## src/rtl/iq_wakeup_rdy_pkg.sv

```systemverilog
// Shared sizes, entry layout and helpers for the issue-queue wakeup/ready block.
package iq_wakeup_rdy_pkg;

    localparam int unsigned IQ_SIZE           = 16;
    localparam int unsigned IQ_SIZE_LOG       = 4;
    localparam int unsigned SIZE_PHYSICAL_LOG = 7;
    localparam int unsigned CHECKPOINTS       = 8;
    localparam int unsigned CHECKPOINTS_LOG   = 3;
    localparam int unsigned RSR_PORTS         = 3;
    localparam int unsigned COUNT_W           = IQ_SIZE_LOG + 1;

    typedef logic [SIZE_PHYSICAL_LOG-1:0] physTag_t;
    typedef logic [CHECKPOINTS-1:0]       branchMask_t;

    typedef struct packed {
        logic        valid;
        physTag_t    src1Tag;
        logic        src1Rdy;
        physTag_t    src2Tag;
        logic        src2Rdy;
        branchMask_t branchMask;
    } iqEntry_t;

    // All broadcast ports bundled so a comparator sees them as one payload
    typedef struct packed {
        logic [RSR_PORTS-1:0]                        valid;
        logic [RSR_PORTS-1:0][SIZE_PHYSICAL_LOG-1:0] tag;
    } rsrBus_t;

    function automatic logic [COUNT_W-1:0] popCount(input logic [IQ_SIZE-1:0] vec);
        logic [COUNT_W-1:0] n;
        n = '0;
        for (int i = 0; i < int'(IQ_SIZE); i++) begin
            n = n + COUNT_W'(vec[i]);
        end
        return n;
    endfunction

endpackage

```

## src/rtl/iq_wakeup_rdy_if.sv

```systemverilog
// Dispatch, broadcast, free, branch-resolve and select-side signals of the wakeup block.
interface iq_wakeup_rdy_if;
    import iq_wakeup_rdy_pkg::*;

    logic                       dispValid_i;
    logic [IQ_SIZE_LOG-1:0]     dispIdx_i;
    physTag_t                   dispSrc1Tag_i;
    physTag_t                   dispSrc2Tag_i;
    logic                       dispSrc1Rdy_i;
    logic                       dispSrc2Rdy_i;
    branchMask_t                dispBranchMask_i;
    logic                       rsr0TagValid_i;
    logic                       rsr1TagValid_i;
    logic                       rsr2TagValid_i;
    physTag_t                   rsr0Tag_i;
    physTag_t                   rsr1Tag_i;
    physTag_t                   rsr2Tag_i;
    logic                       freeValid_i;
    logic [IQ_SIZE_LOG-1:0]     freeIdx_i;
    logic                       ctrlVerified_i;
    logic                       ctrlMispredict_i;
    logic [CHECKPOINTS_LOG-1:0] ctrlSMTid_i;
    logic [IQ_SIZE-1:0]         requestVector_o;
    logic [IQ_SIZE-1:0]         validVector_o;
    logic [IQ_SIZE-1:0]         squashVector_o;
    logic [COUNT_W-1:0]         validCount_o;

    modport master (
        output dispValid_i, dispIdx_i, dispSrc1Tag_i, dispSrc2Tag_i,
               dispSrc1Rdy_i, dispSrc2Rdy_i, dispBranchMask_i,
               rsr0TagValid_i, rsr1TagValid_i, rsr2TagValid_i,
               rsr0Tag_i, rsr1Tag_i, rsr2Tag_i,
               freeValid_i, freeIdx_i,
               ctrlVerified_i, ctrlMispredict_i, ctrlSMTid_i,
        input  requestVector_o, validVector_o, squashVector_o, validCount_o
    );

    modport slave (
        input  dispValid_i, dispIdx_i, dispSrc1Tag_i, dispSrc2Tag_i,
               dispSrc1Rdy_i, dispSrc2Rdy_i, dispBranchMask_i,
               rsr0TagValid_i, rsr1TagValid_i, rsr2TagValid_i,
               rsr0Tag_i, rsr1Tag_i, rsr2Tag_i,
               freeValid_i, freeIdx_i,
               ctrlVerified_i, ctrlMispredict_i, ctrlSMTid_i,
        output requestVector_o, validVector_o, squashVector_o, validCount_o
    );

endinterface

```

## src/rtl/iq_wakeup_cam.sv

```systemverilog
// Single-source comparator against every broadcast port; a port only counts while its valid is high.
module iq_wakeup_cam
    import iq_wakeup_rdy_pkg::*;
(
    input  physTag_t srcTag,
    input  rsrBus_t  rsr,
    output logic     match_c
);

    always_comb begin
        match_c = 1'b0;
        for (int k = 0; k < int'(RSR_PORTS); k++) begin
            if (rsr.valid[k] && (rsr.tag[k] == srcTag)) begin
                match_c = 1'b1;
            end
        end
    end

endmodule

```

## src/rtl/iq_wakeup_rdy.sv

```systemverilog
// Issue-queue wakeup: per-entry source-ready tracking, branch-mask squash/clear and select request vector.
module iq_wakeup_rdy
    import iq_wakeup_rdy_pkg::*;
(
    input logic           clock,
    input logic           reset,
    iq_wakeup_rdy_if.slave bus
);

    rsrBus_t            rsr;
    iqEntry_t           entries     [IQ_SIZE];
    iqEntry_t           entriesNext [IQ_SIZE];
    iqEntry_t           dispEntry;
    logic [IQ_SIZE-1:0] wake1;
    logic [IQ_SIZE-1:0] wake2;
    logic [IQ_SIZE-1:0] squashNext;
    logic [IQ_SIZE-1:0] validNext;
    logic [IQ_SIZE-1:0] validVector;
    logic [IQ_SIZE-1:0] requestVector;
    logic [IQ_SIZE-1:0] squashVector;
    logic [COUNT_W-1:0] validCount;
    logic               dispMatch1;
    logic               dispMatch2;
    logic               mispredict;
    logic               correct;
    logic               dispWrite;
    branchMask_t        clearMask;

    assign rsr.valid = {bus.rsr2TagValid_i, bus.rsr1TagValid_i, bus.rsr0TagValid_i};
    assign rsr.tag   = {bus.rsr2Tag_i, bus.rsr1Tag_i, bus.rsr0Tag_i};

    // Resident-entry comparators plus decode of state into the select-facing vectors
    for (genvar e = 0; e < int'(IQ_SIZE); e++) begin : gEntry
        iq_wakeup_cam uSrc1Cam (.srcTag(entries[e].src1Tag), .rsr(rsr), .match_c(wake1[e]));
        iq_wakeup_cam uSrc2Cam (.srcTag(entries[e].src2Tag), .rsr(rsr), .match_c(wake2[e]));

        assign validVector[e]   = entries[e].valid;
        assign requestVector[e] = entries[e].valid & entries[e].src1Rdy & entries[e].src2Rdy;
        assign validNext[e]     = entriesNext[e].valid;
    end

    // Dispatch-path comparators close the window where a tag broadcasts as its consumer is written
    iq_wakeup_cam uDispSrc1Cam (.srcTag(bus.dispSrc1Tag_i), .rsr(rsr), .match_c(dispMatch1));
    iq_wakeup_cam uDispSrc2Cam (.srcTag(bus.dispSrc2Tag_i), .rsr(rsr), .match_c(dispMatch2));

    assign mispredict = bus.ctrlVerified_i & bus.ctrlMispredict_i;
    assign correct    = bus.ctrlVerified_i & ~bus.ctrlMispredict_i;
    assign clearMask  = correct ? (branchMask_t'(1) << bus.ctrlSMTid_i) : '0;
    assign dispWrite  = bus.dispValid_i & ~(mispredict & bus.dispBranchMask_i[bus.ctrlSMTid_i]);

    always_comb begin
        dispEntry            = '0;
        dispEntry.valid      = 1'b1;
        dispEntry.src1Tag    = bus.dispSrc1Tag_i;
        dispEntry.src1Rdy    = bus.dispSrc1Rdy_i | dispMatch1;
        dispEntry.src2Tag    = bus.dispSrc2Tag_i;
        dispEntry.src2Rdy    = bus.dispSrc2Rdy_i | dispMatch2;
        dispEntry.branchMask = bus.dispBranchMask_i & ~clearMask;
    end

    // Priority per entry: wakeup/mask-clear, then free/squash, then dispatch overwrites all
    always_comb begin
        logic squashHit;
        squashHit  = 1'b0;
        squashNext = '0;
        for (int e = 0; e < int'(IQ_SIZE); e++) begin
            entriesNext[e]            = entries[e];
            entriesNext[e].src1Rdy    = entries[e].src1Rdy | wake1[e];
            entriesNext[e].src2Rdy    = entries[e].src2Rdy | wake2[e];
            entriesNext[e].branchMask = entries[e].branchMask & ~clearMask;
            squashHit = mispredict & entries[e].valid & entries[e].branchMask[bus.ctrlSMTid_i];
            squashNext[e] = squashHit;
            if ((bus.freeValid_i && (bus.freeIdx_i == IQ_SIZE_LOG'(e))) || squashHit) begin
                entriesNext[e].valid = 1'b0;
            end
            if (dispWrite && (bus.dispIdx_i == IQ_SIZE_LOG'(e))) begin
                entriesNext[e] = dispEntry;
            end
        end
    end

    always_ff @(posedge clock) begin
        if (reset) begin
            for (int e = 0; e < int'(IQ_SIZE); e++) begin
                entries[e] <= '0;
            end
            squashVector <= '0;
            validCount   <= '0;
        end else begin
            for (int e = 0; e < int'(IQ_SIZE); e++) begin
                entries[e] <= entriesNext[e];
            end
            squashVector <= squashNext;
            validCount   <= popCount(validNext);
        end
    end

    assign bus.requestVector_o = requestVector;
    assign bus.validVector_o   = validVector;
    assign bus.squashVector_o  = squashVector;
    assign bus.validCount_o    = validCount;

endmodule

```

## src/flat_wrapper.sv

```systemverilog
// flat-port wrapper written by rule: the top's interface ports become plain ports
module iq_wakeup_rdy_flat import iq_wakeup_rdy_pkg::*;
  (clock, reset, bus_dispValid_i, bus_dispIdx_i, bus_dispSrc1Tag_i, bus_dispSrc2Tag_i, bus_dispSrc1Rdy_i, bus_dispSrc2Rdy_i, bus_dispBranchMask_i, bus_rsr0TagValid_i, bus_rsr1TagValid_i, bus_rsr2TagValid_i, bus_rsr0Tag_i, bus_rsr1Tag_i, bus_rsr2Tag_i, bus_freeValid_i, bus_freeIdx_i, bus_ctrlVerified_i, bus_ctrlMispredict_i, bus_ctrlSMTid_i, bus_requestVector_o, bus_validVector_o, bus_squashVector_o, bus_validCount_o);
  iq_wakeup_rdy_if bus_i ();
  input logic clock;
  input logic reset;
  input wire logic [$bits(bus_i.dispValid_i)-1:0] bus_dispValid_i;
  input wire logic [$bits(bus_i.dispIdx_i)-1:0] bus_dispIdx_i;
  input wire logic [$bits(bus_i.dispSrc1Tag_i)-1:0] bus_dispSrc1Tag_i;
  input wire logic [$bits(bus_i.dispSrc2Tag_i)-1:0] bus_dispSrc2Tag_i;
  input wire logic [$bits(bus_i.dispSrc1Rdy_i)-1:0] bus_dispSrc1Rdy_i;
  input wire logic [$bits(bus_i.dispSrc2Rdy_i)-1:0] bus_dispSrc2Rdy_i;
  input wire logic [$bits(bus_i.dispBranchMask_i)-1:0] bus_dispBranchMask_i;
  input wire logic [$bits(bus_i.rsr0TagValid_i)-1:0] bus_rsr0TagValid_i;
  input wire logic [$bits(bus_i.rsr1TagValid_i)-1:0] bus_rsr1TagValid_i;
  input wire logic [$bits(bus_i.rsr2TagValid_i)-1:0] bus_rsr2TagValid_i;
  input wire logic [$bits(bus_i.rsr0Tag_i)-1:0] bus_rsr0Tag_i;
  input wire logic [$bits(bus_i.rsr1Tag_i)-1:0] bus_rsr1Tag_i;
  input wire logic [$bits(bus_i.rsr2Tag_i)-1:0] bus_rsr2Tag_i;
  input wire logic [$bits(bus_i.freeValid_i)-1:0] bus_freeValid_i;
  input wire logic [$bits(bus_i.freeIdx_i)-1:0] bus_freeIdx_i;
  input wire logic [$bits(bus_i.ctrlVerified_i)-1:0] bus_ctrlVerified_i;
  input wire logic [$bits(bus_i.ctrlMispredict_i)-1:0] bus_ctrlMispredict_i;
  input wire logic [$bits(bus_i.ctrlSMTid_i)-1:0] bus_ctrlSMTid_i;
  output wire logic [$bits(bus_i.requestVector_o)-1:0] bus_requestVector_o;
  output wire logic [$bits(bus_i.validVector_o)-1:0] bus_validVector_o;
  output wire logic [$bits(bus_i.squashVector_o)-1:0] bus_squashVector_o;
  output wire logic [$bits(bus_i.validCount_o)-1:0] bus_validCount_o;
  assign bus_i.dispValid_i = bus_dispValid_i;
  assign bus_i.dispIdx_i = bus_dispIdx_i;
  assign bus_i.dispSrc1Tag_i = bus_dispSrc1Tag_i;
  assign bus_i.dispSrc2Tag_i = bus_dispSrc2Tag_i;
  assign bus_i.dispSrc1Rdy_i = bus_dispSrc1Rdy_i;
  assign bus_i.dispSrc2Rdy_i = bus_dispSrc2Rdy_i;
  assign bus_i.dispBranchMask_i = bus_dispBranchMask_i;
  assign bus_i.rsr0TagValid_i = bus_rsr0TagValid_i;
  assign bus_i.rsr1TagValid_i = bus_rsr1TagValid_i;
  assign bus_i.rsr2TagValid_i = bus_rsr2TagValid_i;
  assign bus_i.rsr0Tag_i = bus_rsr0Tag_i;
  assign bus_i.rsr1Tag_i = bus_rsr1Tag_i;
  assign bus_i.rsr2Tag_i = bus_rsr2Tag_i;
  assign bus_i.freeValid_i = bus_freeValid_i;
  assign bus_i.freeIdx_i = bus_freeIdx_i;
  assign bus_i.ctrlVerified_i = bus_ctrlVerified_i;
  assign bus_i.ctrlMispredict_i = bus_ctrlMispredict_i;
  assign bus_i.ctrlSMTid_i = bus_ctrlSMTid_i;
  assign bus_requestVector_o = bus_i.requestVector_o;
  assign bus_validVector_o = bus_i.validVector_o;
  assign bus_squashVector_o = bus_i.squashVector_o;
  assign bus_validCount_o = bus_i.validCount_o;
  iq_wakeup_rdy u_core (.clock(clock), .reset(reset), .bus(bus_i));
endmodule
```

## config.mk

```make
export PLATFORM = sky130hd
export DESIGN_NAME = iq_wakeup_rdy_flat
export DESIGN_NICKNAME = d
export VERILOG_FILES = /design/src/rtl/iq_wakeup_rdy_pkg.sv /design/src/rtl/iq_wakeup_rdy_if.sv /design/src/rtl/iq_wakeup_cam.sv /design/src/rtl/iq_wakeup_rdy.sv /design/src/flat_wrapper.sv
export SDC_FILE = /design/constraint.sdc
export NUM_CORES = 1
export LEC_CHECK = 0
export CAP_MARGIN = 20
export CORE_MARGIN = 4
export CORE_UTILIZATION = 55
export CTS_CLUSTER_DIAMETER = 200
export DETAILED_ROUTE_END_ITERATION = 8
export PLACE_DENSITY = 0.74
export SYNTH_ARGS = -nofsm -noshare
export SYNTH_HDL_FRONTEND = slang
export SYNTH_SLANG_ARGS = --single-unit
```

## constraint.sdc

```tcl
create_clock -name clock -period 6.46 [get_ports clock]
set_input_delay 0.646 -clock clock [delete_from_list [all_inputs] [get_ports clock]]
set_output_delay 0.646 -clock clock [all_outputs]
set_load 0.05 [all_outputs]
```

Yosys cells after proc, flatten, opt, wreduce, memory -nomap -nowiden --
Memories as Yosys holds them, arrays and structs flattened. Cells that the tools add are included.
Operators by class: $add $sub $neg 15, $lt $le $gt $ge 1, eq/ne operators 132, shifts and indexed selects 1, mux-type cells 188, bitwise logic cells 138, reductions and logical operators 152
Operators by type and width (number):
- $mux W25 | 32
- $eq A7 B7 Y1 | 102
- $mux W1 | 138
- $and A8 B8 Y8 | 17
- $logic_and A1 B1 Y1 | 134
- $add A5 B1 Y5 | 14
- $and A1 B1 Y1 | 68
- $eq A4 B4 Y1 const B | 16
- $bmux W1 S3 | 17
- $or A1 B1 Y1 | 50
- $eq A4 B3 Y1 const B | 8
- $eq A4 B2 Y1 const B | 4
- $logic_or A1 B1 Y1 | 16
- $eq A4 B1 Y1 const B | 2
- $logic_not A4 Y1 | 2
- $mux W8 | 1
- $not A8 Y8 | 1
- $shl A1 B3 Y8 const A | 1
- $lt A3 B4 Y1 const B | 1
- $add A1 B1 Y2 | 1
- $not A1 Y1 | 2
Storage, ports and cells: bits in registers 21, bits in writable memories 400, bits of input ports 65, output and inout port bits 53, logic and storage cells 630, memories kept 1
Memories:
- u_core.entries | depth 16, width 25, read ports 16, clocked after Yosys merged registers in 0, write ports 16, RTL line iq_wakeup_rdy.sv:11 | iqEntry_t entries [IQ_SIZE];

Depth between registers and ports, before layout --
Gate-level depths: netlist of run 1. An unclocked memory read counts as a cell.
depth after elaboration 23, depth in mapped cells 22, mapped depth without buffers 19

Cells and area by module --
From an unflattened synthesis of run 1, not the netlist that was laid out.
Unflattened totals: cells, all modules 2737, area, all modules 25827.3 µm²
By module, submodules not included:
- iq_wakeup_rdy | times used 1, cells each 1683, area an instance 17744.5 µm², seq. area each 8428.1 µm²
- iq_wakeup_cam | times used 34, cells each 31, area an instance 237.7 µm², seq. area each 0.0 µm²

Worst setup path before layout of run 1 --
Ideal clock, no wire load.
path type input port to flip-flop, start point input port bus_ctrlSMTid_i[0], end point register u_core.validCount[4] (netlist: u_core.bus.validCount_o[4]), setup time 132 ps, data arrival time 5475 ps, data required time 6328 ps, setup slack 853 ps, stages on the path 18, path buffers 3, cells stage by stage buf_6 -> buf_2 -> buf_2 -> mux4_2 -> mux2i_1 -> nor2_1 -> o21ai_0 -> ha_1 -> inv_1 -> fa_1 -> fa_1 -> fa_1 -> fa_1 -> inv_1 -> fa_1 -> fa_1 -> a21oi_1 -> nor3b_1
RTL lines:
- from (decl) | RTL line flat_wrapper.sv:24 | input wire logic [$bits(bus_i.ctrlSMTid_i)-1:0] bus_ctrlSMTid_i;
- to (signal assigned) | RTL line iq_wakeup_rdy.sv:94 | validCount <= popCount(validNext);
- to (decl) | RTL line iq_wakeup_rdy.sv:21 | logic [COUNT_W-1:0] validCount;

Final worst setup path of run 1 --
start point input port bus_ctrlVerified_i, end point register u_core.validCount[4] (netlist: u_core.bus.validCount_o[4])
Between the ends: longest elaborated chain between the ends 21, elaborated cells on any way between the ends 115, those cells by class add/sub: 15; mux: 32; bitwise: 36; reduce/logical: 32
RTL lines:
- from (decl) | RTL line flat_wrapper.sv:22 | input wire logic [$bits(bus_i.ctrlVerified_i)-1:0] bus_ctrlVerified_i;
- $and A1 B1 Y1 * | RTL line iq_wakeup_rdy.sv:46 | assign mispredict = bus.ctrlVerified_i & bus.ctrlMispredict_i;
- $and A1 B1 Y1 (on tied branches) | RTL line iq_wakeup_rdy.sv:71, iq_wakeup_rdy.sv:49
- $and A1 B1 Y1 / $not A1 Y1 (equally long branches) | RTL line iq_wakeup_rdy.sv:71, iq_wakeup_rdy.sv:49
- $logic_or A1 B1 Y1 / $and A1 B1 Y1 (equally long branches) | RTL line iq_wakeup_rdy.sv:73, iq_wakeup_rdy.sv:49
- $mux W1 / $logic_and A1 B1 Y1 (equally long branches) | RTL line iq_wakeup_rdy.sv:73, iq_wakeup_rdy.sv:76
- $mux W25 | RTL line iq_wakeup_rdy.sv:76 | if (dispWrite && (bus.dispIdx_i == IQ_SIZE_LOG'(e))) begin
- $add A1 B1 Y2 | RTL line iq_wakeup_rdy_pkg.sv:34 | n = n + COUNT_W'(vec[i]);
- $add A5 B1 Y5 (13 in a row) | RTL line iq_wakeup_rdy_pkg.sv:34
- $add A5 B1 Y5 * | RTL line iq_wakeup_rdy_pkg.sv:34
Mark *: on every way between the ends. The rest lies on a longest branch, timed or not. A chain may end at the register's enable or synchronous reset.

==> results of run 1 <==
==> power groups by stage <==
stage	Sequential [mW]	Combinational, mW	Clock (mW)
final	2.68	0.872	2.71
after CTS	2.68	0.846	2.72
after global routing	2.68	0.912	2.83
after detailed placement	2.73	0.842	0
after floorplan	2.73	0.564	0
after global placement	2.73	0.825	0
==> worst min-delay path, cell delays in order, from the launching register on <==
cell     delay [ns]
dfxtp_1        0.31
nand2_1        0.05
a21oi_1        0.05
==> area by class of cell <==
cell class	instances	area share
flip-flops and latches	421	0.303
clock inverters	15	0.00481
well taps	592	0.0266
clock buffers	67	0.0501
inverters	15	0.00202
multi-input cells	2431	0.549
repair buffers	207	0.0642
==> cells in the mapped netlist (all sizes together), types with 2 or more instances <==
| library cell | n | area, um2 |
|---|---|---|
| fa | 10 | 200 |
| a21oi | 365 | 1850 |
| and3 | 17 | 106 |
| and2 | 5 | 31.3 |
| a31oi | 5 | 31.3 |
| o31ai | 4 | 30.0 |
| a211oi | 4 | 35.0 |
| o21ai | 34 | 170 |
| nand3b | 2 | 15.0 |
| mux2 | 9 | 101 |
| xor2 | 217 | 1900 |
| o211ai | 2 | 15.0 |
| nand2b | 12 | 75.1 |
| o221ai | 6 | 52.6 |
| mux4 | 33 | 743 |
| dfxtp | 421 | 8430 |
| a31o | 3 | 26.3 |
| nor3b | 3 | 27.5 |
| nor2b | 7 | 43.8 |
| a41oi | 2 | 17.5 |
| nand2 | 734 | 2760 |
| ha | 5 | 62.6 |
| nor4 | 71 | 534 |
| xnor2 | 499 | 4370 |
| nor3 | 40 | 211 |
| mux2i | 8 | 80.1 |
| clkbuf | 203 | 763 |
| buf | 93 | 571 |
| nand3 | 25 | 125 |
| or4 | 6 | 45.0 |
| nand4 | 167 | 1040 |
| nor2 | 128 | 480 |
| inv | 15 | 56.3 |
==> how the worst max path moves through the flow <==
stage                     depth (start not counted)  slack (ns)                  from                         end
after floorplan                                  18        0.85    bus_ctrlSMTid_i[0]  u_core.bus.validCount_o[4]
after CTS                                        16        0.96    bus_ctrlVerified_i  u_core.bus.validCount_o[4]
after global placement                           16        0.50  bus_ctrlMispredict_i  u_core.bus.validCount_o[4]
after detailed placement                         16        0.33    bus_ctrlVerified_i  u_core.bus.validCount_o[4]
final                                            16        0.92    bus_ctrlVerified_i  u_core.bus.validCount_o[4]
after global routing                             16        0.72    bus_ctrlVerified_i  u_core.bus.validCount_o[4]
==> state kept, by name (all words and copies together) (netlist names) <==
register                   count
u_core.entries               400
u_core.bus.validCount_o        5
u_core.bus.squashVector_o     16
==> per-layer routing <==
layer	global-route usage	vias to the layer above	part of all wire
li1	-	10366	-
met1	0.440	11015	0.37
met2	0.558	1542	0.45
met3	0.0729	421	0.12
met4	0.190	0	0.066
met5	0	-	0
==> kinds of logic (layout without fill, tap and decap cells) <==
logic type                 Yosys count  count (layout)  share of synthesized area
adders and majority gates           15              15                     0.0105
DFF                                421             421                      0.336
xor gates and xnor gates           716             716                      0.250
AOI/OAI and AO/OA                  430             430                     0.0907
buffers and inverters              311             304                     0.0555
muxes                               50              50                     0.0369
and+or+nand+nor                   1220            1220                      0.220
==> placed cells by master (no fill, tap or decap), types with 3 or more instances in the layout <==
master / instances
nor4_4: 6
and2_1: 4
nor3_1: 39
inv_1: 15
nand4_1: 167
nor4_1: 65
mux2_2: 9
o31ai_2: 4
nand2_1: 734
clkdlybuf4s50_1: 93
buf_4: 87
xor2_1: 217
clkinv_2: 10
nor2b_1: 7
xnor2_1: 499
fa_1: 10
a21oi_1: 359
a21oi_2: 6
ha_1: 5
and3_1: 17
nand3_1: 25
dfxtp_1: 421
clkbuf_16: 49
buf_2: 23
a31o_2: 3
a31oi_1: 5
o221ai_1: 6
o21ai_0: 34
a211oi_1: 3
mux4_2: 33
clkbuf_8: 10
clkbuf_1: 8
mux2i_1: 8
or4_1: 6
nand2b_1: 12
nor2_1: 128
==> impl_metrics.json, run 1 <==
{
  "htree_levels": 2,
  "period_minus_slack_ns": 5.54,
  "multi_input_area_mm2": 0.0153,
  "hold_class": "reg -> reg",
  "start_util": 0.562,
  "tritoncts": "done",
  "crit_family": "adder cells",
  "leakage_nw": 9.20,
  "fmax_mhz": 180,
  "rsz0062_at_grt": "no",
  "clk_latency_ns": 0.59,
  "yosysWarningCount": 0,
  "ir_drop_mv": 0.198,
  "via_per_inst": 6.23,
  "timing.final.ws_setup_ns": 0.919,
  "timing.final.crit_share": 0.858,
  "place_area_mm2": 0.0262,
  "route.detailed.drc": 0,
  "clockBufferDepth": 3,
  "crit_path_end_kind": "flip-flop",
  "routed_wl_um": 89200,
  "fillers": 3802,
  "dr.pass1.iters": 8,
  "grt_usage": 0.348,
  "cp.arrival_ns": 5.99,
  "worstPathRequired_ns": 6.91,
  "grt_max_degree": 114,
  "post-place-cells": 3663,
  "swShare": 0.281,
  "rr_startpoint": "u_core.entries[0][3]",
  "grt_pass1_vias": 22767,
  "die_x_um": 221,
  "p_sw_mw": 1.76,
  "crit_chain": "clkdlybuf4s50_1, nand2_1, o32ai_1, o22a_1, buf_4, nor2_1, a31oi_1, fa_1, fa_1, fa_1, fa_1, inv_1, fa_1, fa_1, a21oi_1, nor3b_1",
  "worstHoldStart": "u_core.entries[0][229]",
  "gp_congestion": 0.929,
  "synth.distinct_cells": 51,
  "combPwrFrac": 0.139,
  "fin_util": 0.623,
  "setup_tns_ns": 0,
  "setup-violations-final": 0,
  "wl_per_cell_um": 23.8,
  "ios": 118,
  "critPathKind": "in -> reg",
  "drt-initial-drc-count": 2739,
  "ctsResizeCount": 0,
  "cp_max_fo": 21,
  "seqPwrFrac": 0.428,
  "cts.sink_count": 421,
  "p_per_area_mw_per_mm2": 225,
  "syn_nets": 3243,
  "clkPwrFrac": 0.433,
  "drive_gt1_frac": 0.0805,
  "die_y_um": 221,
  "ys.flop_type": "dfxtp_1",
  "stdcell_count": 3748,
  "cts_setup_buffers": 0,
  "final_antenna_net_count": 0,
  "cts_buffers": 46,
  "critPathLaunchType": "primary input",
  "maxCapViolations": 0,
  "rrSetupSlack_ns": 1.55,
  "drv_slew": 0,
  "diodes": 0,
  "synthesis.area_mm2": 0.0251,
  "nets": 3202,
  "clk_pin_slew_worst_paths_ns": 0.06,
  "synth_edf_count": 0,
  "overflow": 0,
  "hold_viol_final": 0,
  "cp_common_cell": "fa_1",
  "via_count": 23344,
  "core_mm2": 0.0446,
  "seq_area_mm2": 0.00843,
  "dp_slack_ns": 0.334,
  "port_buffers": 117,
  "cts_hold_buf": 0,
  "fin_worst_skew_ns": 0.0139,
  "dp_hpwl_um": 53700,
  "crit_buf_inv": 3,
  "syn_area_per_cell_um2": 7.92,
  "holdWs_ns": 0.454,
  "slew_headroom": 0.194,
  "rows": 77,
  "cpPeakStageDelay_ns": 0.53,
  "outcome": "completed",
  "r2r-end": "u_core.bus.validCount_o[4]",
  "finish.instance_area_mm2": 0.0278,
  "antenna_found_initial": 4,
  "seq_area_frac_synth": 0.336,
  "async_flop_share": 0,
  "reg2reg_depth": 15,
  "worst_pin_slew_ns": 1.20,
  "p_int_mw": 4.50,
  "ys_ff_latch": 421,
  "hold_end": "u_core.entries[0][229]",
  "grt_pass1_wl_um": 134000,
  "area_growth_pct": 11.0,
  "die_area_mm2": 0.0491,
  "root_buffer": "clkbuf_16",
  "min_path_cells": 2,
  "synthCells": 3163,
  "total_power_mw": 6.26,
  "critPathSlowestCell": "clkdlybuf4s50_1"
}
Power figures use the tool's default switching activity.
==> inputs of run 2 (changes only) <==
--- a/config.mk
+++ b/config.mk
@@ -10,7 +10,7 @@
 export CORE_UTILIZATION = 55
 export CTS_CLUSTER_DIAMETER = 200
 export DETAILED_ROUTE_END_ITERATION = 8
-export PLACE_DENSITY = 0.74
+export PLACE_DENSITY = 0.7
 export SYNTH_ARGS = -nofsm -noshare
 export SYNTH_HDL_FRONTEND = slang
 export SYNTH_SLANG_ARGS = --single-unit
==> impl_metrics.json, run 2 (synthesized netlist as in run 1, its figures left out) <==
{
  "outcome": "completed",
  "ctsResizeCount": 0,
  "hold_viol_final": 0,
  "tritoncts": "done",
  "cts_setup_buffers": 0,
  "nets": 3201,
  "wl_per_cell_um": 24.1,
  "critPathSlowestCell": "mux4_2",
  "start_util": 0.562,
  "total_power_mw": 6.37,
  "routed_wl_um": 90400,
  "wl_met3_um": 9450,
  "dp_hpwl_um": 53400,
  "top_register": "u_core.entries",
  "crit_chain": "clkdlybuf4s50_1, mux4_2, o22a_1, or3_1, o21ai_0, ha_1, inv_1, fa_1, fa_1, fa_1, fa_1, inv_1, fa_1, fa_1, a21oi_1, nor3b_1",
  "final_cell_mix": "nand2_1 (734), xnor2_1 (499), dfxtp_1 (421)",
  "worstPathRequired_ns": 6.88,
  "period_minus_slack_ns": 5.41,
  "root_buffer": "clkbuf_16",
  "drt-initial-drc-count": 3102,
  "leakage_nw": 9.24,
  "via_per_inst": 6.16,
  "ir_drop_mv": 0.195,
  "cpPeakStageDelay_ns": 0.55,
  "dr.pass1.iters": 5,
  "setup_tns_ns": 0,
  "clockBufferDepth": 3,
  "post-place-cells": 3661,
  "highest_layer": "met5",
  "htree_levels": 2,
  "maxCapViolations": 0,
  "rows": 77,
  "port_buffers": 117,
  "dr_wl_met2_um": 41000,
  "cp.arrival_ns": 5.84,
  "fmax_mhz": 185,
  "via_count": 23125,
  "fin_worst_skew_ns": 0.0204,
  "grt_max_degree": 172,
  "core_mm2": 0.0446,
  "setup-violations-final": 0,
  "antenna_found_initial": 4,
  "die_y_um": 221,
  "drv_slew": 0,
  "die_x_um": 221,
  "grt_pass1_wl_um": 135000,
  "drive_gt1_frac": 0.0829,
  "worst_pin_slew_ns": 1.17,
  "cts.sink_count": 421,
  "largest_reg_flops": 400,
  "wl_met1_um": 35100,
  "crit_path_end_kind": "flip-flop",
  "cts_buffers": 48,
  "final_antenna_net_count": 0,
  "crit_buf_inv": 3,
  "route.detailed.drc": 0,
  "grt_pass1_vias": 22354,
  "grt_usage": 0.351,
  "critPathLaunchType": "primary input",
  "stdcell_count": 3752,
  "final_common_cell": "nand2_1",
  "fin_util": 0.625,
  "slew_headroom": 0.221,
  "cp_common_cell": "fa_1",
  "fillers": 3868,
  "crit_family": "adder cells",
  "p_per_area_mw_per_mm2": 229,
  "clk_pin_slew_worst_paths_ns": 0.06,
  "timing.final.crit_share": 0.838,
  "area_growth_pct": 11.2,
  "gp_congestion": 0.916,
  "hold_class": "reg -> reg",
  "critPathKind": "in -> reg",
  "ios": 118,
  "cp_max_fo": 3,
  "die_area_mm2": 0.0491,
  "cts_hold_buf": 0,
  "rsz0062_at_grt": "no",
  "overflow": 0,
  "clk_latency_ns": 0.59
}
## run 2: cell count changes in the layout (fill, tap and decap cells not counted), moves of 2 or more
cell	delta
buf_12	+2
buf_2	+3
buf_4	-4
bufinv_16	+3
clkbuf_1	-2
clkbuf_8	-5
clkdlybuf4s50_1	-3
clkinv_2	+5
clkinv_4	+3
## run 2: path summary, 6_finish.rpt
kind / from / endpoint / slack, ns / cells after the start
setup / recovery: bus_dispBranchMask_i[0] / u_core.bus.validCount_o[4] / 1.05 / 16
hold / removal: u_core.entries[0][331] / u_core.entries[0][331] / 0.45 / 2
setup reg to reg: u_core.entries[0][3] / u_core.bus.validCount_o[4] / 1.50 / 15
hold reg to reg: u_core.entries[0][331] / u_core.entries[0][331] / 0.45 / 2
## run 2: metal layers
| layer | GRT usage | vias to the layer above |
|---|---|---|
| li1 | - | 10361 |
| met1 | 0.455 | 10988 |
| met2 | 0.569 | 1430 |
| met3 | 0.0653 | 342 |
| met4 | 0.170 | 4 |
| met5 | 0 | - |
## run 2: area by class of cell
type	count	area [um2]	share of cell area
Antenna cell	1	2.50	0.0000898
Clock buffer	60	1320	0.0473
Clock inverter	28	292	0.0105
Inverter	15	56.3	0.00202
Multi-Input combinational cell	2431	15300	0.548
Sequential cell	421	8430	0.302
Tap cell	592	741	0.0266
Timing Repair Buffer	204	1760	0.0633
## run 2: through the flow
| step | hold WS (ns) | worst slack, ns | area (um2) |
|---|---|---|---|
| after global placement | 0.439 | 0.494 | 26200 |
| final | 0.451 | 1.05 | 27900 |
| after detailed placement | 0.446 | 0.494 | 26200 |
| after floorplan | 0.433 | 0.853 | 25100 |
| after CTS | 0.454 | 1.10 | 27800 |
| after global routing | 0.470 | 0.875 | 27900 |
## run 2: where the power goes
| part | internal [mW] | total, mW | switching [mW] | leakage [nW] |
|---|---|---|---|---|
| sequential | 2.63 | 2.68 | 0.0440 | 3.40 |
| combinational | 0.297 | 0.874 | 0.577 | 5.04 |
| clock | 1.65 | 2.82 | 1.17 | 0.798 |
| total | 4.58 | 6.37 | 1.79 | 9.24 |
## run 2: worst min-delay path, cell delays in order, from the launching register on
cell	delay, ns
dfxtp_1	0.30
nand2_1	0.05
a21oi_1	0.05
